[src/rtl/dmem_io.sv]
// dmem_io: word RAM in the lower half of the address space, and a packet I/O
// window in the upper half. The window holds RX/TX FIFOs, STATUS and CTRL.
// Optional feature macro: DMEM_IO_IRQ_EN enables the CTRL register and the
// registered irq output. Without the macro, irq is tied low and CTRL reads 0.
//
// Handshake (both NIC ports): a transfer happens on a posedge where valid and
// ready are both high. valid never depends on ready. A producer holding valid
// with ready low keeps its data stable until the transfer occurs.
module dmem_io #(
  parameter int WIDTH = 16,
  parameter int AW    = 8,
  parameter int PW    = 10,
  parameter int FD    = 4
) (
  input  logic             clk,
  input  logic             rst_n,
  input  logic [AW-1:0]    ad,
  input  logic [WIDTH-1:0] wd,
  input  logic             we,
  input  logic             re,
  output logic [WIDTH-1:0] rd,
  input  logic [PW-1:0]    pkt_in,
  input  logic             pkt_in_valid,
  output logic             pkt_in_ready,
  output logic [PW-1:0]    pkt_out,
  output logic             pkt_out_valid,
  input  logic             pkt_out_ready,
  output logic             irq
);

  localparam int PTRW = $clog2(FD);
  localparam int CW   = PTRW + 1;
  localparam logic [AW-2:0] OFF_RX = (AW-1)'(0);
  localparam logic [AW-2:0] OFF_TX = (AW-1)'(1);
  localparam logic [AW-2:0] OFF_ST = (AW-1)'(2);
  localparam logic [AW-2:0] OFF_CT = (AW-1)'(3);

  // Storage arrays carry no reset; FIFO contents are qualified by the counts.
  logic [WIDTH-1:0] ram    [2**(AW-1)];
  logic [PW-1:0]    rx_mem [FD];
  logic [PW-1:0]    tx_mem [FD];

  logic [PTRW-1:0] rx_wp_q, rx_wp_d, rx_rp_q, rx_rp_d;
  logic [PTRW-1:0] tx_wp_q, tx_wp_d, tx_rp_q, tx_rp_d;
  logic [CW-1:0]   rx_cnt_q, rx_cnt_d, tx_cnt_q, tx_cnt_d;
  logic            rx_unf_q, rx_unf_d, tx_ovf_q, tx_ovf_d;
  // Holds pkt_in_ready low until the first clock edge after reset release.
  logic            live_q;

  logic          io_sel;
  logic [AW-2:0] off;
  logic          rx_full, rx_nempty, tx_full, tx_empty;
  logic          rx_push, rx_rd, rx_pop, tx_wr, tx_push, tx_pop, st_wr;
  logic          unused_wd;

  assign io_sel    = ad[AW-1];
  assign off       = ad[AW-2:0];
  assign rx_full   = (rx_cnt_q == CW'(FD));
  assign rx_nempty = (rx_cnt_q != '0);
  assign tx_full   = (tx_cnt_q == CW'(FD));
  assign tx_empty  = (tx_cnt_q == '0);

  assign pkt_in_ready  = live_q && !rx_full;
  assign pkt_out_valid = !tx_empty;
  assign pkt_out       = tx_empty ? '0 : tx_mem[tx_rp_q];

  assign rx_push = pkt_in_valid && pkt_in_ready;
  assign rx_rd   = io_sel && (off == OFF_RX) && re;
  assign rx_pop  = rx_rd && rx_nempty;
  // Full is sampled before the edge, so a core push into a full TX FIFO is
  // dropped even when the NIC pops on the same edge.
  assign tx_wr   = io_sel && (off == OFF_TX) && we;
  assign tx_push = tx_wr && !tx_full;
  assign tx_pop  = pkt_out_valid && pkt_out_ready;
  assign st_wr   = io_sel && (off == OFF_ST) && we;

  // Only the low bits of wd reach state; fold the rest into a sink.
  assign unused_wd = ^wd;

  // Next-state for FIFO pointers, counts and sticky error flags (set wins).
  always_comb begin
    rx_wp_d  = rx_wp_q + PTRW'(rx_push);
    rx_rp_d  = rx_rp_q + PTRW'(rx_pop);
    rx_cnt_d = rx_cnt_q + CW'(rx_push) - CW'(rx_pop);
    tx_wp_d  = tx_wp_q + PTRW'(tx_push);
    tx_rp_d  = tx_rp_q + PTRW'(tx_pop);
    tx_cnt_d = tx_cnt_q + CW'(tx_push) - CW'(tx_pop);
    rx_unf_d = rx_unf_q;
    tx_ovf_d = tx_ovf_q;
    if (st_wr && wd[4]) rx_unf_d = 1'b0;
    if (st_wr && wd[5]) tx_ovf_d = 1'b0;
    if (rx_rd && !rx_nempty) rx_unf_d = 1'b1;
    if (tx_wr && tx_full) tx_ovf_d = 1'b1;
  end

  // Control state registers; reset empties both FIFOs at once.
  always_ff @(posedge clk or negedge rst_n) begin
    if (!rst_n) begin
      rx_wp_q  <= '0;
      rx_rp_q  <= '0;
      rx_cnt_q <= '0;
      tx_wp_q  <= '0;
      tx_rp_q  <= '0;
      tx_cnt_q <= '0;
      rx_unf_q <= 1'b0;
      tx_ovf_q <= 1'b0;
      live_q   <= 1'b0;
    end else begin
      rx_wp_q  <= rx_wp_d;
      rx_rp_q  <= rx_rp_d;
      rx_cnt_q <= rx_cnt_d;
      tx_wp_q  <= tx_wp_d;
      tx_rp_q  <= tx_rp_d;
      tx_cnt_q <= tx_cnt_d;
      rx_unf_q <= rx_unf_d;
      tx_ovf_q <= tx_ovf_d;
      live_q   <= 1'b1;
    end
  end

  // Data storage writes: RAM words and FIFO slots.
  always_ff @(posedge clk) begin
    if (we && !io_sel) ram[off] <= wd;
    if (rx_push) rx_mem[rx_wp_q] <= pkt_in;
    if (tx_push) tx_mem[tx_wp_q] <= wd[PW-1:0];
  end

`ifdef DMEM_IO_IRQ_EN
  logic [1:0] ctrl_q, ctrl_d;
  logic       irq_q, irq_d;

  // CTRL write and interrupt condition, registered one cycle behind state.
  always_comb begin
    ctrl_d = ctrl_q;
    if (io_sel && (off == OFF_CT) && we) ctrl_d = wd[1:0];
    irq_d = (ctrl_q[0] && rx_nempty) || (ctrl_q[1] && (rx_unf_q || tx_ovf_q));
  end

  // IRQ and CTRL registers.
  always_ff @(posedge clk or negedge rst_n) begin
    if (!rst_n) begin
      ctrl_q <= '0;
      irq_q  <= 1'b0;
    end else begin
      ctrl_q <= ctrl_d;
      irq_q  <= irq_d;
    end
  end

  assign irq = irq_q;
`else
  assign irq = 1'b0;
`endif

  // Combinational read mux over RAM and the I/O window.
  always_comb begin
    rd = '0;
    if (!io_sel) begin
      rd = ram[off];
    end else begin
      case (off)
        OFF_RX: if (rx_nempty) rd = WIDTH'(rx_mem[rx_rp_q]);
        OFF_ST: begin
          rd[0]    = rx_nempty;
          rd[1]    = rx_full;
          rd[2]    = tx_empty;
          rd[3]    = tx_full;
          rd[4]    = rx_unf_q;
          rd[5]    = tx_ovf_q;
          rd[15:8] = 8'(rx_cnt_q);
        end
`ifdef DMEM_IO_IRQ_EN
        OFF_CT: rd[1:0] = ctrl_q;
`endif
        default: rd = '0;
      endcase
    end
  end

endmodule

[config.mk]
export PLATFORM = sky130hd
export DESIGN_NAME = dmem_io
export DESIGN_NICKNAME = d
export VERILOG_FILES = /design/src/rtl/dmem_io.sv
export SDC_FILE = /design/constraint.sdc
export NUM_CORES = 2
export LEC_CHECK = 0
export ABC_AREA = 1
export ABC_CLOCK_PERIOD_IN_PS = 7000
export BUFFER_PORTS_ARGS = -buffer_cell sky130_fd_sc_hd__buf_2
export CAP_MARGIN = 20
export CORE_UTILIZATION = 49
export CTS_BUF_LIST = sky130_fd_sc_hd__clkbuf_16
export CTS_CLUSTER_SIZE = 8
export DETAILED_ROUTE_END_ITERATION = 8
export MAX_ROUTING_LAYER = met4
export PLACE_DENSITY_LB_ADDON = 0.3
export SLEW_MARGIN = 25
export SYNTH_ARGS = -nofsm -noshare
export SYNTH_HDL_FRONTEND = slang
export SYNTH_SLANG_ARGS = --single-unit
[constraint.sdc]
create_clock -name clk -period 7 [get_ports clk]
set_input_delay 0.35 -clock clk [delete_from_list [all_inputs] [get_ports clk]]
set_output_delay 0.35 -clock clk [all_outputs]
set_load 0.1 [all_outputs]
==> impl_metrics.csv <==
group,metric,value,unit
run_status,outcome,"completed",
placement,port_buffers,67,
placement,placed_area,91300,µm²
sta,min_period,4.84,ns
sta,rsz0062_at_grt,"false",
finish,fillers,14367,
floorplan,start_util,49.3,%
finish,area_growth,13.5,%
clocking,cts_buffers,318,
drt,drc_errors,0,
grt,grt_pass1_vias,56495,
grt,grt_usage,28.4,%
setup_path,crit_fanout,46,
finish,fin_area,99800,µm²
setup_path,worst_ep_arrival_time,4.49,ns
flow_run,max-cap-violations,0,
clocking,clock-sinks,2145,
drt,antenna_left,0,
synthesis,synthTopCellsByCount,"2229 x nand2_1, 2128 x edfxtp_1, 890 x nand3_1",
clocking,clk_latency,0.90,ns
setup_path,cp_slowest_cell,"nor2_4",
synthesis,synth-async-reset-ratio,0.793,%
setup_path,startpoint_type,"input pin",
sta,setup_viol,0,
placement,detailed_place_hpwl,136000,µm
placement,finalWeightedCongestion,0.865,
clocking,cts_root_buf,"clkbuf_16",
sta,hold_viol_final,0,
finish,final_net_count,7941,
setup_path,cp_slowest_stage_delay,0.84,ns
sta,final.setup_skew,0.0143,ns
synthesis,yosysSeqAreaShare,73.2,%
drt,vias_per_cell,5.75,
grt,grt_pass1_wl,369000,µm
drt,dr.pass1.iters,7,
floorplan,fp.coreArea,178000,µm²
synthesis,synth_edf_count,2128,
setup_path,crit_buf_inv,4,
grt,grt_max_degree,168,
synthesis,yosysWarnings,0,
floorplan,placementRows,155,
synthesis,netlist.area_leader.share,72.7,%
setup_path,required,6.65,ns
floorplan,dieWidth,426,µm
synthesis,netlist_area,87900,µm²
drt,drt_wl_total,252000,µm
sta,worst_pin_slew,1.08,ns
drt,drtIter0Drc,7515,
clocking,clockBufferDepth,4,
clocking,ctsHtreeMaxLevel,5,
synthesis,syn_nets,7726,
setup_path,critPathKind,"input pin to output pin",
floorplan,dieArea,181000,µm²
sta,min_period_over_period,69.1,%
synthesis,synth_ff_type,"edfxtp_1",
synthesis,yosysMostFrequentCell,"nand2_1",
grt,overflow,0,
setup_path,cp_common_cell,"nand2_1",
sta,drv_slew,0,
synthesis,synth_area_leaders,"edfxtp_1 73%, nand2_1 9.5%, nand3_1 5.1%",
finish,layout-drive-gt1-share,8.20,%
sta,max_slew_margin,27.7,%
clocking,cts_tree,"built",
synthesis,avgSynthCellArea,11.5,µm²
floorplan,ios,69,
pwr,cellLeakagePower,37.7,nW
sta,finalSetupTns,0,ns
setup_path,critical-path-top-delay-family,"simple AND/OR/NAND/NOR gates",
min_path,hp-class,"input pin to register",
grt,antenna_found_initial,8,
floorplan,die-height,426,µm
synthesis,synthCells,7678,
pwr,irDropWorstVdd,0.305,mV
pwr,powerDensity,298,nW/µm²
synthesis,synth_area_leader_cell,"edfxtp_1",
clocking,path_clk_slew,0.05,ns
drt,post_drt_wl_per_cell,24.5,µm
drt,vias,59063,
setup_path,path_cells,"buf_8 > nor2_4 > buf_12 > buf_4 > nand2_1 > nand3b_1 > nand3_1 > nand2_1 > o21ai_0 > nand2_1 > nor2_1 > nor2_1 > buf_2",
synthesis,synth_cell_type_count,35,
sta,max_freq,207,MHz
setup_path,end_kind,"output pin",
synthesis,ys_seq_elements,2145,
## cell usage in the layout, fill, tap and decap left out, drive strengths merged, types with 2 or more instances in the layout
cell and instances:
conb 2, ha 6, o21ai 163, edfxtp 2128
nand4 132, xor2 5, o22ai 10, clkbuf 324
diode 7, buf 291, dfrtp 17, nand3 890
clkinv 3, xnor2 4, inv 700, nor4 2
a21oi 223, fa 2, a32oi 7, dlygate4sd3 21
nor2 702, nor3 14, o211ai 25, nand2 2229
nand3b 15
## flip-flops by register name (all words and copies together) (netlist names)
register  count
live_q        1
ram        2048
rx_cnt_q      3
rx_mem       40
rx_rp_q       2
rx_unf_q      1
rx_wp_q       2
tx_cnt_q      3
tx_mem       40
tx_ovf_q      1
tx_rp_q       2
tx_wp_q       2
## area by class of cell
class | instances | area [µm²] | area share [%]
diodes | 7 | 17.5 | 0.0176
clock buffers | 324 | 8110 | 8.13
clock inverters | 21 | 128 | 0.128
inverters | 683 | 2600 | 2.61
multi-input cells | 4433 | 19100 | 19.1
flip-flops and latches | 2145 | 64300 | 64.5
well taps | 2355 | 2950 | 2.95
repair buffers | 312 | 2560 | 2.56
## power breakdown
part           switching [mW]  internal, mW
clock                    5.04          8.09
combinational            1.84         0.479
sequential             0.0806          14.2
## cell families after synthesis
| group | Yosys count | synth area share [%] |
|---|---|---|
| AND/OR/NAND/NOR | 3985 | 18.8 |
| flip-flops | 2145 | 73.2 |
| buffers and inverters | 1100 | 5.23 |
| AO/OA/AOI/OAI | 429 | 2.56 |
| XOR/XNOR | 9 | 0.0897 |
| adder cells (fa/ha/maj) | 8 | 0.131 |
| other | 2 | 0.00854 |
## stage by stage
stage	instances	total power, mW	util, %	hold WS (ns)	worst slack [ns]
6_report	10280	29.8	55.9	0.0163	2.16
3_5_place_dp	9905	16.8	51.1	0.311	2.24
2_1_floorplan	7678	16.0	-	0.0544	3.60
4_1_cts	10270	29.8	55.9	0.00255	2.24
5_1_grt	10278	30.5	55.9	0.0326	2.11
3_3_place_gp	9905	16.8	51.1	0.298	2.14
## metal layers
layer,vias up,share of wire (%),GRT usage (%)
met4,0,4.5,12.9
met2,3395,47,43.3
met5,-,0,-
met1,28711,39,37.2
li1,26367,-,-
met3,590,9.9,5.20
## path summary, 6_finish.rpt
path                                        from                    end  slack [ns]  cells after the start
min in group asynchronous                  rst_n       live_q$_DFF_PN0_        0.70                      3
max reg2reg                rx_cnt_q[1]$_DFF_PN0_  rx_cnt_q[2]$_DFF_PN0_        4.67                      8
max in group asynchronous                  rst_n   tx_wp_q[0]$_DFF_PN0_        5.79                      3
min                                        wd[4]   ram[63][4]$_DFFE_PP_        0.02                      1
max                                        ad[1]                 rd[14]        2.16                     13
min reg2reg                 tx_ovf_q$_DFFE_PN0P_   tx_ovf_q$_DFFE_PN0P_        0.49                      1
## repair_timing
action / CTS / global route
hold buffers: 20 / 1
gates resized for setup: 0 / 0
buffers inserted: 0 / 0
endpoints found under the hold margin: 214 / 28
endpoints found under the setup margin: 0 / 0
No activity file was read; power rests on OpenSTA's default activity.
